==> src/rtl/gain_div.sv <==
`default_nettype none
// ============================================================================
//  Module      : gain_div
//  Description : Sequential fixed-point divider, q = (num * 2^FRAC) / den.
//                Inverse of the gain multiplier: normalises a signed level by
//                an unsigned Q.FRAC gain word. Restoring division, one
//                quotient bit per clock, rounding toward zero.
//  Ports       : clk, rst          - clock, synchronous active-high reset
//                in_valid/in_ready - operand handshake
//                in_num            - signed dividend (DW)
//                in_den            - unsigned divisor, Q.FRAC (DW)
//                out_valid/ready   - result handshake
//                out_q             - signed quotient (DW)
//                out_sat           - quotient clipped to DW-bit signed range
//                out_div0          - divisor was zero
//  Revision    : 1.0  initial release
// ============================================================================
module gain_div #(
    parameter int DW   = 32,
    parameter int FRAC = 12
) (
    input  logic                 clk,
    input  logic                 rst,
    input  logic                 in_valid,
    output logic                 in_ready,
    input  logic signed [DW-1:0] in_num,
    input  logic        [DW-1:0] in_den,
    output logic                 out_valid,
    input  logic                 out_ready,
    output logic signed [DW-1:0] out_q,
    output logic                 out_sat,
    output logic                 out_div0
);

    localparam int ITER = DW + FRAC;
    localparam int CW   = $clog2(ITER + 1);

    localparam logic [1:0] c_idle = 2'd0;
    localparam logic [1:0] c_calc = 2'd1;
    localparam logic [1:0] c_done = 2'd2;

    localparam logic [CW-1:0] c_last = CW'(ITER - 1);

    // Magnitude limits of the DW-bit signed range, widened to quotient width.
    localparam logic [ITER-1:0] c_pos_lim = {{(FRAC + 1){1'b0}}, {(DW - 1){1'b1}}};
    localparam logic [ITER-1:0] c_neg_lim = {{FRAC{1'b0}}, 1'b1, {(DW - 1){1'b0}}};
    localparam logic [DW-1:0]   c_max     = {1'b0, {(DW - 1){1'b1}}};
    localparam logic [DW-1:0]   c_min     = {1'b1, {(DW - 1){1'b0}}};

    // ------------------------------------------------------------------------
    // State
    // ------------------------------------------------------------------------
    logic [1:0]      r_state_q, w_state_d;
    logic [CW-1:0]   r_cnt_q,   w_cnt_d;
    logic            r_neg_q,   w_neg_d;
    logic [DW-1:0]   r_den_q,   w_den_d;
    logic [DW-1:0]   r_rem_q,   w_rem_d;
    logic [ITER-1:0] r_quo_q,   w_quo_d;    // dividend bits out, quotient bits in
    logic [DW-1:0]   r_res_q,   w_res_d;
    logic            r_sat_q,   w_sat_d;
    logic            r_div0_q,  w_div0_d;
    logic            r_valid_q, w_valid_d;
    logic            r_ready_q, w_ready_d;

    // ------------------------------------------------------------------------
    // Datapath helpers
    // ------------------------------------------------------------------------
    // A DW-bit unsigned negate is enough: -2^(DW-1) maps to 2^(DW-1), which
    // still fits as an unsigned value.
    logic [DW-1:0]   w_num_mag;
    logic [DW:0]     w_rem_sh;
    logic            w_ge;
    logic [DW-1:0]   w_rem_sub;
    logic [DW-1:0]   w_rem_nx;
    logic [ITER-1:0] w_quo_nx;
    logic [DW-1:0]   w_fin_res;
    logic            w_fin_sat;

    always_comb begin
        w_num_mag = in_num[DW-1] ? (~in_num + 1'b1) : in_num;

        // One restoring step: bring in the next dividend bit, try to subtract.
        w_rem_sh  = {r_rem_q, r_quo_q[ITER-1]};
        w_ge      = (w_rem_sh >= {1'b0, r_den_q});
        // The remainder stays below den, so the difference fits DW bits.
        w_rem_sub = w_rem_sh[DW-1:0] - r_den_q;
        w_rem_nx  = w_ge ? w_rem_sub : w_rem_sh[DW-1:0];
        w_quo_nx  = {r_quo_q[ITER-2:0], w_ge};

        // Final sign/saturation, evaluated on the quotient of the last step.
        w_fin_res = '0;
        w_fin_sat = 1'b0;
        if (r_neg_q) begin
            if (w_quo_nx > c_neg_lim) begin
                w_fin_res = c_min;
                w_fin_sat = 1'b1;
            end else begin
                w_fin_res = ~w_quo_nx[DW-1:0] + 1'b1;
            end
        end else begin
            if (w_quo_nx > c_pos_lim) begin
                w_fin_res = c_max;
                w_fin_sat = 1'b1;
            end else begin
                w_fin_res = w_quo_nx[DW-1:0];
            end
        end
    end

    // ------------------------------------------------------------------------
    // Next-state logic
    // ------------------------------------------------------------------------
    always_comb begin
        w_state_d = r_state_q;
        w_cnt_d   = r_cnt_q;
        w_neg_d   = r_neg_q;
        w_den_d   = r_den_q;
        w_rem_d   = r_rem_q;
        w_quo_d   = r_quo_q;
        w_res_d   = r_res_q;
        w_sat_d   = r_sat_q;
        w_div0_d  = r_div0_q;
        w_valid_d = r_valid_q;
        w_ready_d = r_ready_q;

        case (r_state_q)
            c_idle: begin
                if (in_valid && r_ready_q) begin
                    w_neg_d   = in_num[DW-1];
                    w_den_d   = in_den;
                    w_rem_d   = '0;
                    w_quo_d   = {w_num_mag, {FRAC{1'b0}}};
                    w_cnt_d   = '0;
                    w_ready_d = 1'b0;
                    if (in_den == '0) begin
                        // Divide by zero resolves immediately to a clipped result.
                        w_state_d = c_done;
                        w_res_d   = in_num[DW-1] ? c_min : c_max;
                        w_sat_d   = 1'b1;
                        w_div0_d  = 1'b1;
                        w_valid_d = 1'b1;
                    end else begin
                        w_state_d = c_calc;
                        w_res_d   = '0;
                        w_sat_d   = 1'b0;
                        w_div0_d  = 1'b0;
                    end
                end
            end

            c_calc: begin
                w_rem_d = w_rem_nx;
                w_quo_d = w_quo_nx;
                w_cnt_d = r_cnt_q + 1'b1;
                if (r_cnt_q == c_last) begin
                    w_state_d = c_done;
                    w_res_d   = w_fin_res;
                    w_sat_d   = w_fin_sat;
                    w_valid_d = 1'b1;
                end
            end

            c_done: begin
                if (out_ready) begin
                    w_state_d = c_idle;
                    w_valid_d = 1'b0;
                    w_ready_d = 1'b1;
                end
            end

            default: begin
                w_state_d = c_idle;
                w_valid_d = 1'b0;
                w_ready_d = 1'b1;
            end
        endcase
    end

    // ------------------------------------------------------------------------
    // Registers
    // ------------------------------------------------------------------------
    always_ff @(posedge clk) begin
        if (rst) begin
            r_state_q <= c_idle;
            r_cnt_q   <= '0;
            r_neg_q   <= 1'b0;
            r_den_q   <= '0;
            r_rem_q   <= '0;
            r_quo_q   <= '0;
            r_res_q   <= '0;
            r_sat_q   <= 1'b0;
            r_div0_q  <= 1'b0;
            r_valid_q <= 1'b0;
            r_ready_q <= 1'b1;
        end else begin
            r_state_q <= w_state_d;
            r_cnt_q   <= w_cnt_d;
            r_neg_q   <= w_neg_d;
            r_den_q   <= w_den_d;
            r_rem_q   <= w_rem_d;
            r_quo_q   <= w_quo_d;
            r_res_q   <= w_res_d;
            r_sat_q   <= w_sat_d;
            r_div0_q  <= w_div0_d;
            r_valid_q <= w_valid_d;
            r_ready_q <= w_ready_d;
        end
    end

    assign in_ready  = r_ready_q;
    assign out_valid = r_valid_q;
    assign out_q     = r_res_q;
    assign out_sat   = r_sat_q;
    assign out_div0  = r_div0_q;

endmodule
`default_nettype wire

==> config.mk <==
export PLATFORM = sky130hd
export DESIGN_NAME = gain_div
export DESIGN_NICKNAME = d
export VERILOG_FILES = /design/src/rtl/gain_div.sv
export SDC_FILE = /design/constraint.sdc
export NUM_CORES = 1
export LEC_CHECK = 0
export ABC_AREA = 1
export BUFFER_PORTS_ARGS = -buffer_cell sky130_fd_sc_hd__buf_2
export CAP_MARGIN = 20
export CORE_ASPECT_RATIO = 1.4
export CORE_MARGIN = 1
export CORE_UTILIZATION = 42
export CTS_CLUSTER_DIAMETER = 30
export CTS_CLUSTER_SIZE = 8
export DETAILED_ROUTE_END_ITERATION = 16
export GPL_ROUTABILITY_DRIVEN = 0
export PLACE_DENSITY = 0.69
export SYNTH_ARGS = -nofsm -noshare
export SYNTH_HDL_FRONTEND = slang
export SYNTH_SLANG_ARGS = --single-unit
==> constraint.sdc <==
create_clock -name clk -period 3.4 [get_ports clk]
set_input_delay 0.68 -clock clk [delete_from_list [all_inputs] [get_ports clk]]
set_output_delay 0.68 -clock clk [all_outputs]
set_load 0.02 [all_outputs]
# After elaboration in Yosys (flattened, before gate mapping)

Index checks and enable logic that the tools add are counted.

Reductions and logical operators: 10
Order comparisons: 3
Add/sub/neg operators: 4
Bitwise gates (word level): 3
Equal/unequal tests: 7
Muxes and demuxes: 36

Operators with widths:

| operator                                             | number |
|---|---|
| 2-to-1 mux 32 bit                                    | 10 |
| case mux 32 bit (2 select lines)                     | 2 |
| case mux 44 bit (2 select lines)                     | 1 |
| adder 32 x 1 -> 32 bit, second input constant        | 2 |
| inverter 32 bit                                      | 2 |
| > comparator 44 x 31 -> 1 bit, second input constant | 1 |
| > comparator 44 x 32 -> 1 bit, second input constant | 1 |
| 2-to-1 mux 44 bit                                    | 1 |
| >= comparator 33 x 32 -> 1 bit                       | 1 |
| logical NOT 32 bit                                   | 1 |
| subtractor 32 bit                                    | 1 |
| 2-to-1 mux 1 bit                                     | 12 |
| case mux 6 bit (2 select lines)                      | 1 |
| AND reduction 3 bit                                  | 3 |
| 2-to-1 mux 2 bit                                     | 4 |
| != test 2 bit, second input constant                 | 4 |
| adder 6 x 1 -> 6 bit, second input constant          | 1 |
| == test 6 bit, second input constant                 | 1 |
| 2-to-1 mux 6 bit                                     | 1 |
| case mux 1 bit (3 select lines)                      | 2 |
| case mux 2 bit (3 select lines)                      | 1 |
| AND reduction 2 bit                                  | 2 |
| AND reduction 4 bit                                  | 1 |
| == test 2 x 1 -> 1 bit, second input constant        | 1 |
| other kinds (6)                                      | 6 |

Flip-flop bits (word level): 153
Input bits: 68
Output and inout port bits: 36

# Longest topological paths before layout

Depth after elaboration: 7
Depth in mapped cells: 27
Gate-level depth less buffers: 26

# Worst setup path before layout

OpenSTA, ideal clock, no wires.

Kind: flip-flop to flip-flop
From: reg r_den_q[8]
To: reg r_res_q[29] (netlist: out_q[29])
Path slack: 389 ps
Setup time: 66 ps
Arrival: 2944 ps
Cell stages (with the launch flop): 26
Clock period less this slack: 3011 ps
Data required time: 3334 ps
Buffers on the path: 1
Path through: dfxtp_1 > inv_1 > ha_1 > nand2_2 > inv_1 > a21oi_2 > nand3_2 > nand2_2 > nand2_2 > nand2_4 > nand2_4 > inv_1 > ha_1 > nand2_2 > nor3_4 > nand2_2 > nor2_2 > nand4_1 > nand2_2 > nand2_4 > clkinv_4 > buf_6 > nand3_1 > nand2_1 > nand2_1 > a21oi_2

Cells in the longest elaborated chain, start to end: 7
Elaborated cells on any way between the ends: 10
Those cells by class: add/sub (1); order compare (3); mux (5); bitwise (1)

Ends and longest elaborated chain:

| what                               | line | text |
|---|---|---|
| start, declared                    | 56   | `logic [DW-1:0] r_den_q, w_den_d;` |
| start signal, assigned             | 199  | `r_den_q <= w_den_d;` |
| >= comparator 33 x 32 -> 1 bit *   | 84   | `w_ge = (w_rem_sh >= {1'b0, r_den_q});` |
| inverter 32 bit                    | 98   | `w_fin_res = ~w_quo_nx[DW-1:0] + 1'b1;` |
| adder 32 x 1 -> 32 bit             | 98   |  |
| 2-to-1 mux 32 bit                  | 94   | `if (w_quo_nx > c_neg_lim) begin` |
| 2-to-1 mux 32 bit *                | 93   | `if (r_neg_q) begin` |
| 2-to-1 mux 32 bit *                | 155  | `if (r_cnt_q == c_last) begin` |
| case mux 32 bit (2 select lines) * | 126  | `case (r_state_q)` |
| end signal, assigned               | 202  | `r_res_q <= w_res_d;` |
| end, declared                      | 59   | `logic [DW-1:0] r_res_q, w_res_d;` |

Every way passes the cells marked *; elsewhere a longest branch is shown, timed or not. The select of a mux whose other input is x is not followed.
A chain may end at the register's enable or synchronous reset.

# Worst setup path in the final report

From: reg r_den_q[12]
To: reg r_res_q[31] (netlist: out_q[31])

Same word-level chain as after synthesis.

==> results.yml <==
outcome:
  status: "complete, no violations"
cts:
  cts_buffer_depth: 2
  cts_tree: "built"
  numCtsBuffers: 17
  clk_pin_slew_ns: 0.06
  cts-root-buf: "clkbuf_16"
  clkLatencyLatePin_ns: 0.45
  clkSinkCount: 153
  htree_num_levels: 4
  postCtsHoldBufs: 0
drt:
  routedWlPerCell_um: 15.6
  vias: 10900
  routed.top_layer: "met4"
  drc: 0
  drt-met1-wl_um: 11700
  antenna_left: 0
  wl_met3_um: 1250
  finalWirelength_um: 30900
  drt-initial-drc-count: 693
  via_per_inst: 5.53
  drtPass1Iterations: 5
  met2WireLength_um: 16100
timing:
  skew_ns: 0.0104
  hold_viol: 0
  max_slew_margin_pct: 38.4
  fmax_mhz: 308
  final_max_slew_viol_count: 0
  tightest_slew_ns: 0.924
  finalSetupViolations: 0
  min_period_ns: 3.24
  fin_crit_sh_pct: 95.3
  whs_ns: 0.467
floorplan:
  start_util_pct: 43.2
  io_pins: 104
  fp.coreArea_sq_um: 23500
  die_y_um: 186
  rows: 66
  die_width_um: 133
  die-area_sq_um: 24700
setup_path:
  cpMostUsedCell: "nand2_2"
  worst-path-max-fanout: 8
  reg2regPathDepth: 23
  rr_endpoint: "out_q[31]"
  rrSetupSlack_ns: 0.16
  cp_cell_sequence: "inv_1, ha_2, a21oi_1, o21ai_0, a21oi_1, nand2_2, nand2_4, nand2_4, inv_2, ha_4, nand2_2, nor3_4, nand2_2, nor2_4, nand4_1, nand2_2, nand2_8, clkinv_8, buf_6, buf_4, nand3_1, nand2_1, a21oi_1"
  critPathKind: "reg2reg"
  required_ns: 3.73
  slowest_delay_ns: 0.31
  endpoint_kind: "flip-flop"
  worstSetupStartpoint: "r_den_q[12]"
  critPathSlowestCell: "dfxtp_1"
  crit_path_end: "out_q[31]"
  timing.rr.start: "r_den_q[12]"
  start_kind: "flip-flop"
  crit_arrival_ns: 3.57
synth:
  synth-edff-count: 0
  synth.top_cells.by_area: "dfxtp_1 30%, nand2_1 13%, a21oi_1 9.2%"
  syn_nets: 1674
  yosysTopAreaCell: "dfxtp_1"
  yosysMostFrequentCell: "nand2_1"
  yosysTopAreaCellShare_pct: 30.3
  yosysUniqueCellTypes: 52
  synthCells: 1570
  seq_area_frac_synth_pct: 30.3
  syn-mean-instance-area_sq_um: 6.45
  synthArstFlopShare_pct: 0
  synth_area_sq_um: 10100
  ys.flop_type: "dfxtp_1"
  ys_ff_latch: 153
  yosys_warnings: 0
  synth_common_cells: "342 x nand2_1, 186 x a21oi_1, 174 x inv_1"
global_route:
  grt_pass1_wl_um: 48600
  grt_max_degree: 82
  antenna_found_initial: 0
  grt_usage_pct: 24.6
  grt_pass1_vias: 10300
  gr-total-overflow: 0
finish:
  final_nets: 1759
  area_delta_synth_final_pct: 17.9
  antenna_cells: 0
  drive_above_1_share_pct: 16.4
placed_design:
  place.port_buffers: 103
  dp.final_hpwl_um: 21900
worst_hold_path:
  hold_class: "reg2reg"
flow_run:
  cap_violations: 0
## logic make-up (layout without fill, tap and decap cells)
family	count (synthesis)	in the layout	synth area share, %
AO/OA/AOI/OAI	428	428	22.6
XOR/XNOR	43	43	3.72
adder cells (fa/ha/maj)	36	36	4.52
buffers and inverters	252	350	10.2
flip-flops	153	153	30.3
AND/OR/NAND/NOR	658	658	28.7
## how the worst min path moves through the flow
stage                      from           to  slack [ns]  cells past startpoint
floorplan           r_den_q[10]  r_den_q[10]        0.44                      2
global placement    r_den_q[19]  r_den_q[19]        0.45                      2
detailed placement   r_den_q[9]   r_den_q[9]        0.45                      2
CTS                  r_den_q[9]   r_den_q[9]        0.46                      2
global route         r_den_q[9]   r_den_q[9]        0.49                      2
finish               r_den_q[9]   r_den_q[9]        0.47                      2
## worst max-delay path: cells and delay by family, from the launching register on
family,cells,cell delay (ns)
simple gates,12,1.31
compound gates,4,0.59
buf+inv,5,0.47
fa+ha+maj,2,0.45
flops,1,0.31
## sequential cells by signal, indices dropped and copies added, names as in the netlist
register and count:
out_div0 1, r_quo_q 44, r_state_q 2, r_den_q 32, r_cnt_q 6, in_ready 1, out_sat 1, out_valid 1
out_q 32, r_rem_q 32, r_neg_q 1
## metal layers
layer  vias up  global-route usage [%]
met5         -                       0
met4         0                    16.1
met3       118                    4.11
met2       312                    46.9
met1      5067                    24.6
li1       5421                       -
## area by class of cell
class	count	area, sq um
Multi-Input combinational cell	1165	6410
Timing Repair Buffer	139	827
Fill cell	2445	11500
Sequential cell	153	3070
Clock buffer	18	439
Tap cell	306	383
Clock inverter	14	125
Inverter	179	684
## metrics by stage
stage	std cells	worst slack [ns]	utilization [%]	setup TNS (ns)	area (sq um)
detailed placement	1927	0.0754	46.3	0	10900
global placement	1927	0.142	46.3	0	10900
finish	1974	0.158	50.9	0	11900
global route	1974	-0.0546	50.9	-0.490	11900
CTS	1959	0.0323	48.7	0	11400
floorplan	1570	0.389	-	0	10100
## layout by cell type, fill, tap and decap left out, types with 25 or more instances in the layout
master,synthesis,layout
nand3_1,93,93
buf_4,1,32
o21ai_0,162,161
inv_1,174,172
xor2_1,25,25
a21oi_1,186,181
buf_2,11,103
nor2_1,119,115
dfxtp_1,153,149
nand2_1,342,332
## what timing repair did
item / in CTS / in global routing
setup buffers: 0 / 15
setup endpoints to repair: 0 / 32
resized for setup: 0 / 65
endpoints found under the hold margin: 0 / 0
Power is left out: the tool's default activity adds up to more than one toggle a clock period on the data nets, which glitch-free logic cannot reach.
